--- src/rtl/ysyx_24110006_bus_arbiter_pkg.sv ---
// Shared definitions for the two-master memory-port arbiter:
// FSM state encoding and master index constants.
package ysyx_24110006_bus_arbiter_pkg;

  typedef enum logic [1:0] {
    IDLE = 2'd0,
    REQ  = 2'd1,
    RESP = 2'd2
  } arb_state_e;

  localparam logic M_IFU = 1'b0;
  localparam logic M_LSU = 1'b1;

endpackage

--- src/rtl/ysyx_24110006_rr_pick.sv ---
// Two-way combinational request picker: round-robin against the last owner,
// or fixed priority with the LSU winning when RR_EN is 0.
module ysyx_24110006_rr_pick
  import ysyx_24110006_bus_arbiter_pkg::*;
#(
  parameter int RR_EN = 1
) (
  input  logic req_0,
  input  logic req_1,
  input  logic last_owner,
  output logic gnt_idx,
  output logic gnt_valid
);

  // Winner selection; a lone requester always wins regardless of mode.
  always_comb begin
    gnt_idx   = M_IFU;
    gnt_valid = req_0 | req_1;
    if (req_0 && req_1) begin
      if (RR_EN != 0) begin
        gnt_idx = ~last_owner;
      end else begin
        gnt_idx = M_LSU;
      end
    end else if (req_1) begin
      gnt_idx = M_LSU;
    end else begin
      gnt_idx = M_IFU;
    end
  end

endmodule

--- src/rtl/ysyx_24110006_bus_arbiter.sv ---
// Two-master, one-slave memory port arbiter (IFU = master 0, LSU = master 1).
// Holds one outstanding transaction and routes its response to the owner only.
module ysyx_24110006_bus_arbiter
  import ysyx_24110006_bus_arbiter_pkg::*;
#(
  parameter int AW    = 32,
  parameter int DW    = 32,
  parameter int RR_EN = 1
) (
  input  logic            i_clock,
  input  logic            i_reset,
  input  logic            i_m0_req_valid,
  output logic            o_m0_req_ready,
  input  logic [AW-1:0]   i_m0_addr,
  input  logic            i_m0_wen,
  input  logic [DW-1:0]   i_m0_wdata,
  input  logic [DW/8-1:0] i_m0_wmask,
  output logic            o_m0_resp_valid,
  output logic [DW-1:0]   o_m0_rdata,
  output logic            o_m0_resp_err,
  input  logic            i_m1_req_valid,
  output logic            o_m1_req_ready,
  input  logic [AW-1:0]   i_m1_addr,
  input  logic            i_m1_wen,
  input  logic [DW-1:0]   i_m1_wdata,
  input  logic [DW/8-1:0] i_m1_wmask,
  output logic            o_m1_resp_valid,
  output logic [DW-1:0]   o_m1_rdata,
  output logic            o_m1_resp_err,
  output logic            o_s_req_valid,
  input  logic            i_s_req_ready,
  output logic [AW-1:0]   o_s_addr,
  output logic            o_s_wen,
  output logic [DW-1:0]   o_s_wdata,
  output logic [DW/8-1:0] o_s_wmask,
  input  logic            i_s_resp_valid,
  input  logic [DW-1:0]   i_s_rdata,
  input  logic            i_s_resp_err,
  output logic            o_busy,
  output logic            o_owner
);

  arb_state_e state_r;
  arb_state_e state_next_s;
  logic            owner_r;
  logic            rr_ptr_r;
  logic [AW-1:0]   addr_r;
  logic            wen_r;
  logic [DW-1:0]   wdata_r;
  logic [DW/8-1:0] wmask_r;

  logic            gnt_idx_s;
  logic            gnt_valid_s;
  logic            grant_s;
  logic            resp_fire_s;
  logic [AW-1:0]   sel_addr_s;
  logic            sel_wen_s;
  logic [DW-1:0]   sel_wdata_s;
  logic [DW/8-1:0] sel_wmask_s;

  // rr_ptr_r names the preferred master, so the last owner is its complement.
  ysyx_24110006_rr_pick #(
    .RR_EN (RR_EN)
  ) u_pick (
    .req_0      (i_m0_req_valid),
    .req_1      (i_m1_req_valid),
    .last_owner (~rr_ptr_r),
    .gnt_idx    (gnt_idx_s),
    .gnt_valid  (gnt_valid_s)
  );

  assign grant_s = (state_r == IDLE) && gnt_valid_s;

  // Winner's request fields, captured on grant.
  always_comb begin
    sel_addr_s  = i_m0_addr;
    sel_wen_s   = i_m0_wen;
    sel_wdata_s = i_m0_wdata;
    sel_wmask_s = i_m0_wmask;
    if (gnt_idx_s == M_LSU) begin
      sel_addr_s  = i_m1_addr;
      sel_wen_s   = i_m1_wen;
      sel_wdata_s = i_m1_wdata;
      sel_wmask_s = i_m1_wmask;
    end else begin
      sel_addr_s  = i_m0_addr;
      sel_wen_s   = i_m0_wen;
      sel_wdata_s = i_m0_wdata;
      sel_wmask_s = i_m0_wmask;
    end
  end

  // Next-state logic; a response is only accepted while a request is in flight.
  always_comb begin
    state_next_s = state_r;
    resp_fire_s  = 1'b0;
    case (state_r)
      IDLE: begin
        if (gnt_valid_s) begin
          state_next_s = REQ;
        end else begin
          state_next_s = IDLE;
        end
      end
      REQ: begin
        if (i_s_req_ready && i_s_resp_valid) begin
          resp_fire_s  = 1'b1;
          state_next_s = IDLE;
        end else if (i_s_req_ready) begin
          state_next_s = RESP;
        end else begin
          state_next_s = REQ;
        end
      end
      RESP: begin
        if (i_s_resp_valid) begin
          resp_fire_s  = 1'b1;
          state_next_s = IDLE;
        end else begin
          state_next_s = RESP;
        end
      end
      default: begin
        state_next_s = IDLE;
        resp_fire_s  = 1'b0;
      end
    endcase
  end

  // State, ownership and request capture registers.
  always_ff @(posedge i_clock or posedge i_reset) begin
    if (i_reset) begin
      state_r  <= IDLE;
      owner_r  <= M_IFU;
      rr_ptr_r <= M_IFU;
      addr_r   <= {AW{1'b0}};
      wen_r    <= 1'b0;
      wdata_r  <= {DW{1'b0}};
      wmask_r  <= {(DW/8){1'b0}};
    end else begin
      state_r <= state_next_s;
      if (grant_s) begin
        owner_r  <= gnt_idx_s;
        rr_ptr_r <= ~gnt_idx_s;
        addr_r   <= sel_addr_s;
        wen_r    <= sel_wen_s;
        wdata_r  <= sel_wdata_s;
        wmask_r  <= sel_wmask_s;
      end
    end
  end

  // Handshake and response routing toward the masters.
  always_comb begin
    o_m0_req_ready  = 1'b0;
    o_m1_req_ready  = 1'b0;
    o_m0_resp_valid = 1'b0;
    o_m1_resp_valid = 1'b0;
    if (grant_s) begin
      o_m0_req_ready = (gnt_idx_s == M_IFU);
      o_m1_req_ready = (gnt_idx_s == M_LSU);
    end else begin
      o_m0_req_ready = 1'b0;
      o_m1_req_ready = 1'b0;
    end
    if (resp_fire_s) begin
      o_m0_resp_valid = (owner_r == M_IFU);
      o_m1_resp_valid = (owner_r == M_LSU);
    end else begin
      o_m0_resp_valid = 1'b0;
      o_m1_resp_valid = 1'b0;
    end
  end

  assign o_m0_rdata    = i_s_rdata;
  assign o_m1_rdata    = i_s_rdata;
  assign o_m0_resp_err = i_s_resp_err;
  assign o_m1_resp_err = i_s_resp_err;

  assign o_s_req_valid = (state_r == REQ);
  assign o_s_addr      = addr_r;
  assign o_s_wen       = wen_r;
  assign o_s_wdata     = wdata_r;
  assign o_s_wmask     = wmask_r;
  assign o_busy        = (state_r != IDLE);
  assign o_owner       = owner_r;

endmodule

--- config.mk ---
export PLATFORM = sky130hd
export DESIGN_NAME = ysyx_24110006_bus_arbiter
export DESIGN_NICKNAME = d
export VERILOG_FILES = /design/src/rtl/ysyx_24110006_bus_arbiter_pkg.sv /design/src/rtl/ysyx_24110006_rr_pick.sv /design/src/rtl/ysyx_24110006_bus_arbiter.sv
export SDC_FILE = /design/constraint.sdc
export NUM_CORES = 1
export LEC_CHECK = 0
export ABC_AREA = 0
export CORE_ASPECT_RATIO = 0.5
export CORE_UTILIZATION = 31
export DETAILED_ROUTE_END_ITERATION = 16
export PLACE_DENSITY = 0.85
export SYNTH_ARGS = -nofsm -noshare
export SYNTH_HDL_FRONTEND = slang
export SYNTH_HIERARCHICAL = 1
export SYNTH_SLANG_ARGS = --single-unit
--- constraint.sdc ---
create_clock -name i_clock -period 2.3 [get_ports i_clock]
set_input_delay 0.46 -clock i_clock [delete_from_list [all_inputs] [get_ports i_clock]]
set_output_delay 0.46 -clock i_clock [all_outputs]
set_load 0.005 [all_outputs]
==> impl_metrics.tcl <==
set metrics [dict create \
    synth_nets 583 \
    finalSetupTns_ns 0 \
    synth-adder-area-share_pct 1.21 \
    synth-xor-area-share_pct 0 \
    wl_met3_um 870 \
    crit_start "i_m1_req_valid" \
    relSlewSlack_pct 54.5 \
    dp_cells 707 \
    grt_setup_unrepaired "false" \
    cts_inserted_buffers 9 \
    synth_top_family_by_area "compound AO/OA/AOI/OAI gates" \
    worst_pin_slew_ns 0.683 \
    rr_endpoint "o_s_wdata[13]$_DFFE_PP0N_" \
    gp_congestion 0.865 \
    postCtsSetupBuffers 0 \
    antenna_found_initial 0 \
    r2r_start "rr_ptr_r$_DFFE_PP0N_" \
    synth_area_per_cell_um2 10.3 \
    synth.area.top_cells "dfrtp_1 44%, mux2i_1 17%, a21oi_1 16%" \
    floorplan.initialDensity_pct 32.3 \
    synthMuxAreaShare_pct 16.6 \
    hold_viol 0 \
    yosysWarnings 6 \
    wl_met1_mm 5.01 \
    yosysTopAreaCellShare_pct 44.0 \
    violations "design-rule violations" \
    chipHeight_um 83.8 \
    placeableCoreArea_um2 12800 \
    drt_iter0_drc 192 \
    period_minus_slack_ns 2.09 \
    dr_wl_met2_mm 7.06 \
    cp_max_fo 3 \
    numPortBuffers 219 \
    r2r.worst_path.cells 5 \
    synthSimpleGateAreaFrac_pct 1.48 \
    hold_end "rr_ptr_r$_DFFE_PP0N_" \
    htreeDepth 3 \
    skew_ns 0.00653 \
    cts_root_buffer "clkbuf_16" \
    min_path_cells 1 \
    cts.sinks 73 \
    dieArea_um2 13900 \
    period_share_pct 90.8 \
    wl_per_cell_um 18.3 \
    ys_seq_area_share_pct 44.0 \
    routed_wl_mm 13.2 \
    drc_errors 30 \
    cap_violations 0 \
    grt_pass1_vias 3717 \
    grt_max_degree 46 \
    setup_violations 0 \
    crit_type "in -> out" \
    fin_nets 729 \
    rows 29 \
    run_status "finished, violations left" \
    cp_data_required_time_ns 1.84 \
    critPathLaunchType "primary input" \
    vias_per_cell 4.77 \
    grt_pass1_wl_mm 20.3 \
    fmax_mhz 479 \
    worstHoldStart "rr_ptr_r$_DFFE_PP0N_" \
    top_layer "met4" \
    path_clk_slew_ns 0.06 \
    netlist_area_um2 4150 \
    grt_overflow 0 \
    p_leak_nw 2.59 \
    ctsLongestPathBuffers 2 \
    die_w_um 166 \
    layout-drive-gt1-share_pct 8.32 \
    synth_compound_area_share_pct 20.1 \
    grtUsageTotal_pct 19.0 \
    insertedDiodeCount 0 \
    fillCellCount 1180 \
    first_pass_iters 10 \
    cts_tree "done" \
    yosys.area.top_type "dfrtp_1" \
    end_kind "output port" \
    synth_seq_cells 73 \
    ys_types 21 \
    io_pins 319 \
    dr_total_vias 3446 \
    clock_latency_ns 0.33 \
    synthCells 402 \
    ant_nets 0 \
    syn_to_final_growth_pct 53.2 \
    powerDensity_nw_per_um2 1150 \
    drv_slew 0 \
    hp-class "reg -> reg" \
    r2r_slack_ns 0.50 \
    peakVddDrop_v 0.000425 \
    worst_ep_arrival_time_ns 1.63 \
    cts-hold-fix-buffers 0 \
    fin_cells 723 \
    dp_hpwl_mm 10.1 \
]
[sequential cells by signal (all words and copies together), names as in the netlist]
signal,count
state_r,2
o_owner,1
o_s_wdata,32
o_s_wen,1
o_s_addr,32
o_s_wmask,4
rr_ptr_r,1
[report_power, final]
part / switching, mW / total, mW / internal (mW)
Sequential: 0.355 / 2.27 / 1.92
Combinational: 1.58 / 3.56 / 1.99
Clock: 0.537 / 1.49 / 0.949
Total: 2.47 / 7.32 / 4.85
[critical path, cell delays in order]
cell	delay, ns
clkdlybuf4s50_1	0.41
or2_2	0.32
and3_4	0.18
dlygate4sd2_1	0.26
[metal layers]
metal  up-vias  track usage (%)
li1       1631                -
met1      1677             20.4
met2       113             35.3
met3        25             6.26
met4         0             6.46
met5         -                0
[cells in the final DEF, fill, tap and decap left out]
cell type,instances
clkinv_4,2
inv_1,4
nand2_1,2
nor3b_1,1
clkinvlp_4,2
and2_4,1
a21oi_1,130
ha_1,3
dlymetal6s2s_1,1
dfrtp_1,73
dlygate4sd2_1,4
or2_2,1
a21oi_4,10
and3_4,1
clkbuf_16,9
buf_4,12
clkdlybuf4s50_1,214
clkinv_2,2
nand2b_1,1
a21o_1,2
ha_2,1
bufinv_16,2
mux2i_1,69
buf_12,2
nor3_1,2
a21boi_4,1
and3b_1,1
[area by class of cell]
class	count	area [um^2]	area share, %
sequential	73	1830	28.7
clock inverter	7	95.1	1.50
tap	170	213	3.35
timing repair buffer	233	2320	36.5
clock buffer	9	225	3.54
inverter	5	22.5	0.354
multi-input combinational	226	1660	26.1
[worst max path at each step]
stage	slack (ns)	endpoint	cells past startpoint
4_1_cts	0.01	o_m0_req_ready	4
6_report	0.21	o_m1_req_ready	4
3_3_place_gp	-0.06	o_m1_req_ready	4
2_1_floorplan	0.65	o_m1_req_ready	4
5_1_grt	0.11	o_m1_resp_valid	5
3_5_place_dp	-0.07	o_m1_req_ready	4
[timing repair]
item / CTS / global route
gates resized for setup: 5 / 1
setup endpoints to repair: 4 / 1
pin swaps: 0 / 0
gates cloned: 0 / 0
[kinds of logic after synthesis]
group | Yosys count
buf+inv | 103
mux | 69
compound gates | 143
simple gates | 10
flops | 73
fa+ha+maj | 4
[synth_stat cells]
master,n
a21boi_1,1
a21o_1,2
a21oi_1,130
a21oi_4,10
and2_4,1
and3_1,1
and3b_1,1
buf_2,15
buf_4,66
buf_6,3
buf_8,1
clkbuf_1,13
dfrtp_1,73
ha_1,4
inv_1,5
mux2i_1,69
nand2_1,2
nand2b_1,1
nor3_1,2
nor3b_1,1
or2_1,1
[metrics by stage]
stage / setup WS, ns / total power [mW] / cell area (um^2) / hold WS (ns) / utilization [%]
4_1_cts: 0.0127 / 7.41 / 6360 / 0.494 / 49.5
3_5_place_dp: -0.0683 / 5.88 / 6040 / 0.481 / 47.0
5_1_grt: 0.107 / 7.76 / 6360 / 0.508 / 49.5
3_3_place_gp: -0.0641 / 5.77 / 6040 / 0.464 / 47.0
2_1_floorplan: 0.652 / 3.95 / 4160 / 0.449 / -
6_report: 0.211 / 7.32 / 6360 / 0.486 / 49.5
Note: power is estimated with default switching activity, not from simulation.
